`src/rtl/fetch_stage_pkg.sv`:
```
// Shared pipeline definitions for the fetch stage and its decode-side consumer.
package fetch_stage_pkg;

    localparam logic [31:0] NOP_INSTR        = 32'h0000_0013;
    localparam logic [31:0] RESET_PC_DEFAULT = 32'h0000_0000;

    typedef struct packed {
        logic [31:0] instr;
        logic [31:0] pc;
        logic [31:0] pc4;
        logic        valid;
        logic        misalign;
    } if_id_t;

    typedef enum logic [2:0] {
        FC_REDIRECT,
        FC_STALL,
        FC_WAIT,
        FC_MISALIGN,
        FC_FETCH
    } fetch_case_e;

    // Resolve the single action for this cycle, highest priority first.
    function automatic fetch_case_e resolveCase(
        input logic redirect,
        input logic stall,
        input logic imemReady,
        input logic pcBit1
    );
        if (redirect)        return FC_REDIRECT;
        else if (stall)      return FC_STALL;
        else if (!imemReady) return FC_WAIT;
        else if (pcBit1)     return FC_MISALIGN;
        else                 return FC_FETCH;
    endfunction

endpackage

```
`src/rtl/fetch_stage_pc_reg.sv`:
```
// Program counter register with the next-PC priority mux.
module fetch_stage_pc_reg
    import fetch_stage_pkg::*;
#(
    parameter logic [31:0] RESET_PC = RESET_PC_DEFAULT
) (
    input  logic        i_clk,
    input  logic        i_rst,
    input  logic        i_stall,
    input  logic        i_redirect,
    input  logic [31:0] i_redirect_pc,
    input  logic        i_imem_ready,
    output logic [31:0] o_pc,
    output logic [31:0] o_pc_plus4,
    output fetch_case_e o_fetch_case
);

    logic [31:0] r_pc;
    logic [31:0] w_pcPlus4;
    fetch_case_e w_fetchCase;

    assign w_pcPlus4   = r_pc + 32'd4;
    assign w_fetchCase = resolveCase(i_redirect, i_stall, i_imem_ready, r_pc[1]);

    // Advance, redirect or hold the PC; a misaligned PC holds until redirected.
    always_ff @(posedge i_clk or posedge i_rst) begin
        if (i_rst) begin
            r_pc <= RESET_PC;
        end else begin
            case (w_fetchCase)
                FC_REDIRECT: r_pc <= i_redirect_pc & ~32'd1;
                FC_FETCH:    r_pc <= w_pcPlus4;
                default:     r_pc <= r_pc;
            endcase
        end
    end

    assign o_pc         = r_pc;
    assign o_pc_plus4   = w_pcPlus4;
    assign o_fetch_case = w_fetchCase;

endmodule

```
`src/rtl/fetch_stage.sv`:
```
// Instruction-fetch stage: drives the fetch address and holds the IF/ID register.
module fetch_stage
    import fetch_stage_pkg::*;
#(
    parameter logic [31:0] RESET_PC = RESET_PC_DEFAULT,
    parameter logic [31:0] NOP      = NOP_INSTR
) (
    input  logic        i_clk,
    input  logic        i_rst,
    input  logic        i_stall,
    input  logic        i_redirect,
    input  logic [31:0] i_redirect_pc,
    output logic [31:0] o_imem_addr,
    input  logic [31:0] i_imem_rdata,
    input  logic        i_imem_ready,
    output logic [31:0] o_if_id_instr,
    output logic [31:0] o_if_id_pc,
    output logic [31:0] o_if_id_pc4,
    output logic        o_if_id_valid,
    output logic        o_if_id_misalign
);

    logic [31:0] w_pc;
    logic [31:0] w_pcPlus4;
    fetch_case_e w_fetchCase;
    if_id_t      r_ifId;
    if_id_t      w_bubble;

    fetch_stage_pc_reg #(
        .RESET_PC (RESET_PC)
    ) u_pcReg (
        .i_clk         (i_clk),
        .i_rst         (i_rst),
        .i_stall       (i_stall),
        .i_redirect    (i_redirect),
        .i_redirect_pc (i_redirect_pc),
        .i_imem_ready  (i_imem_ready),
        .o_pc          (w_pc),
        .o_pc_plus4    (w_pcPlus4),
        .o_fetch_case  (w_fetchCase)
    );

    assign w_bubble = '{instr: NOP, pc: 32'd0, pc4: 32'd0, valid: 1'b0, misalign: 1'b0};

    // Load, bubble or hold the IF/ID register according to the cycle's action.
    always_ff @(posedge i_clk or posedge i_rst) begin
        if (i_rst) begin
            r_ifId <= w_bubble;
        end else begin
            case (w_fetchCase)
                FC_STALL:    r_ifId <= r_ifId;
                FC_MISALIGN: r_ifId <= '{instr: NOP, pc: w_pc, pc4: w_pcPlus4,
                                         valid: 1'b0, misalign: 1'b1};
                FC_FETCH:    r_ifId <= '{instr: i_imem_rdata, pc: w_pc, pc4: w_pcPlus4,
                                         valid: 1'b1, misalign: 1'b0};
                default:     r_ifId <= w_bubble;
            endcase
        end
    end

    assign o_imem_addr      = w_pc;
    assign o_if_id_instr    = r_ifId.instr;
    assign o_if_id_pc       = r_ifId.pc;
    assign o_if_id_pc4      = r_ifId.pc4;
    assign o_if_id_valid    = r_ifId.valid;
    assign o_if_id_misalign = r_ifId.misalign;

endmodule

```
`config.mk`:
```
export PLATFORM = sky130hd
export DESIGN_NAME = fetch_stage
export DESIGN_NICKNAME = d
export VERILOG_FILES = /design/src/rtl/fetch_stage_pkg.sv /design/src/rtl/fetch_stage_pc_reg.sv /design/src/rtl/fetch_stage.sv
export SDC_FILE = /design/constraint.sdc
export NUM_CORES = 1
export LEC_CHECK = 0
export CAP_MARGIN = 20
export CORE_MARGIN = 10
export CORE_UTILIZATION = 46
export DETAILED_ROUTE_END_ITERATION = 10
export PLACE_DENSITY = 0.88
export SKIP_LAST_GASP = 1
export SLEW_MARGIN = 20
export SYNTH_ARGS = -nofsm -noshare
export SYNTH_HDL_FRONTEND = slang
export SYNTH_SLANG_ARGS = --single-unit
```
`constraint.sdc`:
```
create_clock -name i_clk -period 4.9 [get_ports i_clk]
set_input_delay 0.98 -clock i_clk [delete_from_list [all_inputs] [get_ports i_clk]]
set_output_delay 0.98 -clock i_clk [all_outputs]
set_load 0.005 [all_outputs]
```
Word level (Yosys, flattened, before mapping)
Cells that the tools add are included.
Word-level totals
  flip-flop bits (word level): 130
  input port bits: 69
  word-level logic and storage cells: 18
Operators by class
  $add $sub $neg: 1
  equal/unequal tests: 3
  mux-type cells: 6
  reduce and logical (&&, ||, !) cells: 2
Operator list (count)
  $pmux 98 s3: 1
  $pmux 32 s2: 1
  $add 32x3->32 const B: 1
  $mux 3: 4
  $eq 3x1->1 const B: 1
  $eq 3x2->1 const B: 1
  $eq 3x3->1 const B: 1
  $logic_not 3->1: 1
  $reduce_bool 2->1: 1

Logic depth before layout (Yosys ltp)
Gate-level depths: netlist (run 1).
  depth after elaboration: 6
  depth in mapped cells: 7
  depth with buffers taken out: 5

Modules after synthesis
A second synthesis (run 1) with hierarchy kept.
Second synthesis, totals
  cell total of the unflattened synthesis: 628
  area, all modules: 7252.0 µm²
Modules (own cells, without submodules)
  fetch_stage: times used 1, cells each 369, area each 5026.1 µm², sequential area each 2456.1 µm²
  fetch_stage_pc_reg: times used 1, cells each 259, area each 2225.9 µm², sequential area each 775.7 µm²

Least setup slack after synthesis (run 1)
No wires, ideal clock.
  path type: input to register
  start: input port i_stall
  end: register r_ifId (netlist bit o_if_id_pc4[30])
  arrival time: 2565 ps
  required time: 4831 ps
  slack: 2266 ps
  stages on the path: 6
  path buffers: 2
  cells stage by stage: clkbuf_1 or3b_2 clkbuf_1 nor2_1 or4b_2 nand3_1
Between the ends
  longest elaborated chain between the ends: 4
  elaborated cells between the ends (all ways): 6
  classes of those cells: eq/ne: 3; mux: 3
Ends and longest elaborated chain
  start: declaration: RTL line fetch_stage.sv:10  | input logic i_stall,
  $mux 3 *: RTL line fetch_stage_pkg.sv:31  | else if (stall) return FC_STALL;
  $mux 3 *: RTL line fetch_stage_pkg.sv:30  | if (redirect) return FC_REDIRECT;
  $eq 3x3->1 (tied with other cells): RTL line fetch_stage.sv:50  | case (w_fetchCase)
  $pmux 98 s3: RTL line fetch_stage.sv:50
  end signal: assignment: RTL line fetch_stage.sv:51  | FC_STALL: r_ifId <= r_ifId;
  end signal: assignment: RTL line fetch_stage.sv:52  | FC_MISALIGN: r_ifId <= '{instr: NOP, pc: w_pc, pc4: w_pcPlus4,
  end signal: assignment: RTL line fetch_stage.sv:54  | FC_FETCH: r_ifId <= '{instr: i_imem_rdata, pc: w_pc, pc4: w_pcPlus4,
  end: declaration: RTL line fetch_stage.sv:26  | if_id_t r_ifId;
Every way passes the cells marked *; elsewhere a longest branch is shown, timed or not.
A chain may end at the register's enable or synchronous reset.

Worst setup path after layout (run 1)
  start: input port i_stall
  end: register r_ifId (netlist bit o_if_id_pc4[31])
Same word-level chain as after synthesis.

==> results.json, run 1 <==
{
  "synth.net_count": 657,
  "ant_nets": 0,
  "globalRoute.totalOverflow": 0,
  "io_buffer_count": 196,
  "max_freq_ghz": 0.326,
  "nNetsFinal": 817,
  "async_reset_ff_frac": 1.00,
  "ctsHoldBuffers": 0,
  "antenna_found_initial": 0,
  "drc": 0,
  "final_cells": 932,
  "diodes": 0,
  "maxCapViolations": 0,
  "seq_area_frac_synth": 0.537,
  "hold_violations": 0,
  "firstDrtPassIters": 5,
  "placed_cells": 900,
  "chipWidth_um": 133,
  "r2r_cells": 5,
  "synth-edff-count": 0,
  "finClkSkew_ns": 0.00537,
  "synthFlopType": "dfrtp_1",
  "grt_pass1_vias": 5527,
  "worstPathArrival_ns": 3.40,
  "crit_chain": "clkdlybuf4s50_1, or3b_2, or3_1, or4_1, o211ai_1",
  "die_y_um": 133,
  "h-tree-depth": 4,
  "p_sw_frac": 0.247,
  "p_per_area_mw_per_mm2": 344,
  "place.gp.congestion": 0.862,
  "fin_crit_sh": 0.625,
  "pwr-share-comb": 0.126,
  "synth_area_per_cell_um2": 10.1,
  "wl_per_cell_um": 21.7,
  "tightest_slew_ns": 0.963,
  "max_stage_delay_ns": 0.86,
  "clkTransAtPathRegs_ns": 0.05,
  "cp-end-kind": "register",
  "grt_max_degree": 66,
  "cts.repair.resized": 0,
  "yosysWarnings": 0,
  "drive_gt1_frac": 0.0684,
  "wl_um": 20300,
  "most-common-layout-cells": "clkdlybuf4s50_1, dfrtp_1, nand2_1",
  "ir_drop_mv": 0.213,
  "critPathSlowestCell": "or3b_2",
  "status": "finished clean",
  "rsz0062_at_grt": "false",
  "hp-start": "o_if_id_pc[27]",
  "setup-violations-final": 0,
  "crit_path_start_kind": "primary input",
  "rr_startpoint": "u_pcReg.o_pc[2]",
  "rows": 41,
  "cts_buffers": 17,
  "clockPowerShare": 0.471,
  "start_util": 0.469,
  "ctsLongestPathBuffers": 2,
  "r2r_slack_ns": 2.24,
  "dp_hpwl_um": 14400,
  "power.leakage_nw": 3.50,
  "crit_fanout": 31,
  "synthCells": 587,
  "core-area_mm2": 0.0126,
  "setup_tns_ns": 0,
  "viasPerCell": 6.04,
  "critical_path_class": "in -> reg",
  "slew_viol_final": 0,
  "internal_power_mw": 2.22,
  "grt_pass1_wl_um": 31600,
  "drtIter0Drc": 514,
  "ys_types": 51,
  "critPathRequiredTime_ns": 5.24,
  "power_mw": 2.95,
  "die-area_mm2": 0.0178,
  "via_count": 5630,
  "ys_ff_latch": 127,
  "seqPwrFrac": 0.404,
  "layout_commonest_cell": "clkdlybuf4s50_1",
  "io_pins": 199,
  "min_path_cells": 2,
  "cts_tree": "built",
  "area_growth_pct": 45.1,
  "hold_class": "reg -> reg",
  "postCtsSetupBuffers": 0,
  "p_sw_mw": 0.730,
  "syn-cell-area_mm2": 0.00592,
  "timing.rr.end": "o_if_id_pc4[30]",
  "grt_usage": 0.222,
  "hold_end": "o_if_id_pc[27]",
  "cts.sinks": 127,
  "fillers": 952,
  "clock-root-buffer": "clkbuf_16",
  "worst_skew_pair.late_latency_ns": 0.43,
  "relSlewSlack": 0.357,
  "layout_min_cycle_time_ns": 3.06
}
[metal layers]
metal | global-route usage | share of wire | vias to the layer above
li1 | - | - | 2510
met1 | 0.269 | 0.39 | 2800
met2 | 0.356 | 0.49 | 273
met3 | 0.0741 | 0.094 | 47
met4 | 0.0919 | 0.030 | 0
met5 | 0 | 0 | -
[cell usage after synthesis (all sizes together) (2+ instances only)]
cell,number,share of area
nand4,20,0.021
or3b,2,0.0030
dfstp,3,0.013
a31oi,15,0.016
a221o,3,0.0051
a32oi,4,0.0059
a211o,2,0.0030
and2,2,0.0021
o311ai,3,0.0044
buf,14,0.012
or3,4,0.0042
o211ai,11,0.014
a22o,54,0.080
nor2,29,0.018
nor3,9,0.0076
or4b,2,0.0034
xor2,7,0.010
o31ai,11,0.014
or4,22,0.028
nand2,78,0.049
nor3b,2,0.0025
o21ai,28,0.024
and3,4,0.0044
o311a,2,0.0034
nand3,29,0.027
dfrtp,124,0.52
a21oi,4,0.0034
o22a,3,0.0044
inv,6,0.0038
and4,5,0.0074
clkbuf,49,0.031
xnor2,16,0.024
nor4,8,0.0085
[layout make-up]
cell class	instances	area, µm²	share of cell area
multi-input cells	391	2480	0.289
repair buffers	204	2030	0.237
well taps	172	215	0.0251
clock inverters	14	215	0.0251
inverters	6	25.0	0.00291
flip-flops and latches	127	3180	0.370
clock buffers	18	439	0.0511
[flip-flops by register name (all words and copies together), names as in the netlist]
| name | count |
|---|---|
| o_if_id_misalign | 1 |
| o_if_id_instr | 32 |
| o_if_id_pc | 32 |
| o_if_id_valid | 1 |
| u_pcReg.o_pc | 31 |
| o_if_id_pc4 | 30 |
[stage by stage]
step	cell area (µm²)	setup WS, ns	utilization	hold slack [ns]
finish	8590	1.84	0.681	0.479
global route	8590	1.74	0.681	0.512
CTS	8580	1.60	0.680	0.485
detailed placement	7930	1.16	0.628	0.467
global placement	7930	1.33	0.628	0.462
floorplan	5920	0.541	-	0.470
[power groups by stage]
stage                     logic (mW)  registers, mW  clock network, mW
after global routing           0.399           1.20               1.45
after detailed placement       0.369           1.21                  0
after CTS                      0.373           1.19               1.40
final                          0.371           1.19               1.39
after floorplan                0.169           1.17                  0
after global placement         0.359           1.20                  0
[critical path, delay by kind of cell]
family / cells / cell delay (ns)
simple gates: 3 / 1.71
compound gates: 1 / 0.10
buf+inv: 1 / 0.60
[cell families after synthesis]
kind of cell,synth area share
AO/OA/AOI/OAI,0.184
XOR/XNOR,0.0340
adder cells (fa/ha/maj),0.00211
buffers and inverters,0.0473
flip-flops,0.537
multiplexers,0.00169
other,0.000633
AND/OR/NAND/NOR,0.193
[worst max-delay path by stage]
| stage | slack (ns) | from | end |
|---|---|---|---|
| 6_report | 1.84 | i_stall | o_if_id_pc4[31] |
| 5_1_grt | 1.74 | i_stall | o_if_id_pc4[31] |
| 4_1_cts | 1.60 | i_stall | o_if_id_instr[2] |
| 3_5_place_dp | 1.16 | i_stall | o_if_id_instr[2] |
| 3_3_place_gp | 1.33 | i_stall | o_if_id_instr[15] |
| 2_1_floorplan | 0.54 | i_rst | o_if_id_instr[10] |
Note: power is estimated with default switching activity, not from simulation.
==> inputs of run 2 (changes only) <==
CORE_UTILIZATION = 42   (was 46)
PLACE_DENSITY = 0.85   (was 0.88)
clock period = 2.8 ns   (was 4.9 ns; I/O delays follow)
==> run 2 against run 1 <==
- core utilization fell by 5.2 points
- clock skew rose by 0.0031 ns
- routed wire length rose by 1.9%
- die area rose by 8.1%
- non-clock buffer count rose by 18
- setup slack got worse by 1.4 ns
- flip-flop and latch count did not move
- global-route usage fell by 1.3 points
- final cell count rose by 2.7%
- critical path type unchanged
- critical endpoint is now u_pcReg.o_pc[23]
==> results.json, run 2 (synthesis results as in run 1) <==
{
  "hold_violations": 0,
  "io_buffer_count": 196,
  "core-area_mm2": 0.0138,
  "dp_hpwl_um": 14800,
  "clkTransAtPathRegs_ns": 0.06,
  "drive_gt1_frac": 0.0837,
  "p_per_area_mw_per_mm2": 564,
  "viasPerCell": 5.85,
  "chipWidth_um": 139,
  "most-common-layout-cells": "clkdlybuf4s50_1, dfrtp_1, nand2_1",
  "worst_skew_pair.late_latency_ns": 0.42,
  "wl_um": 20700,
  "place.gp.congestion": 0.902,
  "clock-root-buffer": "clkbuf_16",
  "grt_pass1_wl_um": 32600,
  "cts.sinks": 127,
  "max_freq_ghz": 0.416,
  "wl_per_cell_um": 21.6,
  "critPathRequiredTime_ns": 3.13,
  "layout_min_cycle_time_ns": 2.40,
  "die-area_mm2": 0.0192,
  "power.leakage_nw": 3.56,
  "diodes": 0,
  "ant_nets": 0,
  "placed_cells": 926,
  "drc": 0,
  "drtIter0Drc": 605,
  "critical_path_class": "in -> reg",
  "fin_crit_sh": 0.859,
  "crit_path_start_kind": "primary input",
  "maxCapViolations": 0,
  "slew_viol_final": 0,
  "grt_max_degree": 128,
  "die_y_um": 139,
  "cp-end-kind": "register",
  "hold_class": "reg -> reg",
  "min_path_cells": 2,
  "finClkSkew_ns": 0.00850,
  "globalRoute.totalOverflow": 0,
  "tightest_slew_ns": 0.695,
  "ir_drop_mv": 0.403,
  "area_growth_pct": 46.7,
  "postCtsSetupBuffers": 0,
  "crit_fanout": 11,
  "worstPathArrival_ns": 2.73,
  "nNetsFinal": 835,
  "firstDrtPassIters": 5,
  "io_pins": 199,
  "layout_commonest_cell": "clkdlybuf4s50_1",
  "ctsLongestPathBuffers": 2,
  "ctsHoldBuffers": 0,
  "grt_pass1_vias": 5586,
  "start_util": 0.428,
  "cts_buffers": 17,
  "grt_usage": 0.210,
  "rows": 43,
  "setup-violations-final": 0,
  "antenna_found_initial": 0,
  "cts_tree": "built",
  "r2r_cells": 4,
  "status": "finished clean",
  "h-tree-depth": 4,
  "power_mw": 4.90,
  "via_count": 5601,
  "relSlewSlack": 0.537,
  "final_cells": 957,
  "rsz0062_at_grt": "false",
  "cts.repair.resized": 0
}
run 2: cell type report:
type	count	area (µm²)
multi-input cells	391	2470
repair buffers	222	2210
inverters	6	26.3
fillers	1070	5140
clock buffers	24	482
well taps	180	225
flip-flops and latches	127	3180
clock inverters	7	85.1
run 2: path summary, 6_finish.rpt:
kind	from	end	slack [ns]
min in group asynchronous	i_rst	o_if_id_pc4[9]	0.67
max in group asynchronous	i_rst	o_if_id_pc4[3]	1.59
worst max register to register	u_pcReg.o_pc[15]	u_pcReg.o_pc[31]	0.47
worst max-delay path	i_stall	u_pcReg.o_pc[23]	0.40
worst min register to register	o_if_id_pc[15]	o_if_id_pc[15]	0.48
worst min-delay path	o_if_id_pc[15]	o_if_id_pc[15]	0.48
run 2: critical path, stage by stage:
cell and delay (ns):
clkdlybuf4s50_1 0.54, buf_4 0.21, nor3b_1 0.18, buf_4 0.25, nand3_1 0.28, or4_1 0.48
a31oi_1 0.22
run 2: metal layers:
layer	global-route usage	share of wire	vias up
met5	0	0	-
met4	0.0829	0.026	0
met3	0.0644	0.079	39
met2	0.330	0.48	230
met1	0.263	0.42	2795
li1	-	-	2537
run 2: stage by stage:
| stage | setup TNS, ns | worst slack (ns) | hold WS (ns) | instance area (µm²) | util |
|---|---|---|---|---|---|
| after floorplan | 0 | 0.586 | 0.470 | 5920 | - |
| after global placement | -1.47 | -0.0595 | 0.462 | 8090 | 0.585 |
| after detailed placement | -0.0109 | -0.00737 | 0.470 | 8120 | 0.587 |
| after CTS | 0 | 0.423 | 0.481 | 8690 | 0.628 |
| after global routing | 0 | 0.213 | 0.506 | 8690 | 0.628 |
| final | 0 | 0.396 | 0.480 | 8690 | 0.628 |
run 2: report_power, final:
part           leakage (nW)  internal (mW)  switching [mW]
Sequential             1.67           1.94           0.145
Combinational          1.61          0.373           0.303
Clock                 0.284           1.37           0.777
Total                  3.56           3.68            1.23
==> inputs of run 3 (changes only) <==
SETUP_SLACK_MARGIN = 0.3   (was default)
SLEW_MARGIN = default   (was 20)
==> run 3 against run 2 <==
- final cell count increased by 0.42%
- sequential power about the same
- clock skew decreased by 0.0025 ns
- maximum frequency increased by 2.3%
- via count decreased by 1.4%
- clock power increased by 5%
- register-to-register slack got worse by 0.02 ns
- critical path depth decreased by 2
- non-clock buffer count increased by 3
- flip-flop and latch count unchanged
- critical path type unchanged
==> results.json, run 3 (synthesis results as in run 1) <==
{
  "hold_class": "reg -> reg",
  "h-tree-depth": 4,
  "io_pins": 199,
  "dr_wl_met2_um": 10000,
  "antenna_found_initial": 0,
  "chipWidth_um": 139,
  "multi_input_area_mm2": 0.00247,
  "maxCapViolations": 0,
  "placed_cells": 926,
  "wl_met3_um": 1610,
  "io_buffer_count": 196,
  "crit_start": "i_redirect",
  "clock-root-buffer": "clkbuf_16",
  "fillers": 1070,
  "wl_per_cell_um": 21.3,
  "setup-violations-final": 0,
  "fin_crit_sh": 0.839,
  "diodes": 0,
  "crit_fanout": 12,
  "tightest_slew_ns": 0.717,
  "rr_startpoint": "u_pcReg.o_pc[15]",
  "p_per_area_mw_per_mm2": 573,
  "drtIter0Drc": 532,
  "grt_pass1_vias": 5545,
  "power_mw": 5.01,
  "power.leakage_nw": 3.57,
  "max_stage_delay_ns": 0.67,
  "r2r_slack_ns": 0.45,
  "max_freq_ghz": 0.426,
  "top_layer_used": "met4",
  "hold_violations": 0,
  "ant_nets": 0,
  "start_util": 0.428,
  "globalRoute.totalOverflow": 0,
  "core-area_mm2": 0.0138,
  "r2r_cells": 4,
  "slew_viol_final": 0,
  "viasPerCell": 5.75,
  "rows": 43,
  "worst_skew_pair.late_latency_ns": 0.42,
  "ctsHoldBuffers": 0,
  "cts_tree": "built",
  "grt_max_degree": 128,
  "critical_path_class": "in -> reg",
  "relSlewSlack": 0.522,
  "final_cells": 961,
  "grt_pass1_wl_um": 32100,
  "cts_buffers": 17,
  "rsz0062_at_grt": "false",
  "layout_commonest_cell": "clkdlybuf4s50_1",
  "via_count": 5525,
  "layout_min_cycle_time_ns": 2.35,
  "cp-end-kind": "register",
  "timing.rr.end": "u_pcReg.o_pc[31]",
  "critPathSlowestCell": "or3b_2",
  "status": "finished clean",
  "dp_hpwl_um": 14700,
  "drc": 0,
  "firstDrtPassIters": 6,
  "crit_chain": "clkdlybuf4s50_1, or3b_2, or3_1, or4_1, o211ai_1",
  "ctsLongestPathBuffers": 2,
  "finClkSkew_ns": 0.00601,
  "worstPathArrival_ns": 2.69,
  "die_y_um": 139,
  "clkTransAtPathRegs_ns": 0.06,
  "wl_um": 20500,
  "crit_end": "o_if_id_pc4[31]",
  "crit_path_start_kind": "primary input",
  "cts.sinks": 127,
  "most-common-layout-cells": "clkdlybuf4s50_1, dfrtp_1, nand2_1",
  "place.gp.congestion": 0.902,
  "regArea_mm2": 0.00318,
  "area_growth_pct": 47.7,
  "nNetsFinal": 838,
  "drive_gt1_frac": 0.0935,
  "ir_drop_mv": 0.417,
  "critPathRequiredTime_ns": 3.14,
  "grt_usage": 0.206,
  "die-area_mm2": 0.0192,
  "wl_met1_um": 8470
}
run 3: how the worst min path moves through the flow:
stage,startpoint,to,cells after the start
floorplan,o_if_id_pc[27],o_if_id_pc[27],2
global placement,o_if_id_pc[15],o_if_id_pc[15],2
detailed placement,o_if_id_pc[16],o_if_id_pc[16],2
CTS,o_if_id_pc[20],o_if_id_pc[20],2
global route,o_if_id_pc[16],o_if_id_pc[16],2
finish,o_if_id_pc[20],o_if_id_pc[20],2
run 3: power by group:
part | total, mW | internal [mW] | switching, mW
combinational | 0.673 | 0.372 | 0.301
clock | 2.25 | 1.42 | 0.838
sequential | 2.08 | 1.93 | 0.146
total | 5.01 | 3.72 | 1.28
run 3: area by class of cell:
class,instances,share of cell area
flip-flops and latches,127,0.364
multi-input cells,391,0.283
repair buffers,225,0.255
clock buffers,18,0.0502
well taps,180,0.0258
clock inverters,14,0.0192
inverters,6,0.00301
run 3: stage by stage:
step | instance area (µm²) | hold WS [ns] | utilization | worst slack (ns) | TNS, ns
floorplan | 5920 | 0.470 | - | 0.586 | 0
global placement | 8090 | 0.462 | 0.585 | -0.0595 | -1.47
detailed placement | 8110 | 0.470 | 0.587 | 0.0307 | 0
CTS | 8720 | 0.485 | 0.631 | 0.466 | 0
global route | 8740 | 0.508 | 0.632 | 0.302 | 0
finish | 8740 | 0.483 | 0.632 | 0.451 | 0
run 3: critical path, delay by kind of cell:
family / cells / cell delay, ns
AND/OR/NAND/NOR: 3 / 1.46
AO/OA/AOI/OAI: 1 / 0.10
buffers and inverters: 1 / 0.56
run 3: routing by layer:
| layer | track usage | vias to the layer above |
|---|---|---|
| li1 | - | 2545 |
| met1 | 0.257 | 2721 |
| met2 | 0.323 | 227 |
| met3 | 0.0654 | 32 |
| met4 | 0.0835 | 0 |
| met5 | 0 | - |
run 3: what timing repair did:
item,in CTS,in global routing
gates resized for setup,0,0
endpoints found under the setup margin,0,2
setup buffers,0,3
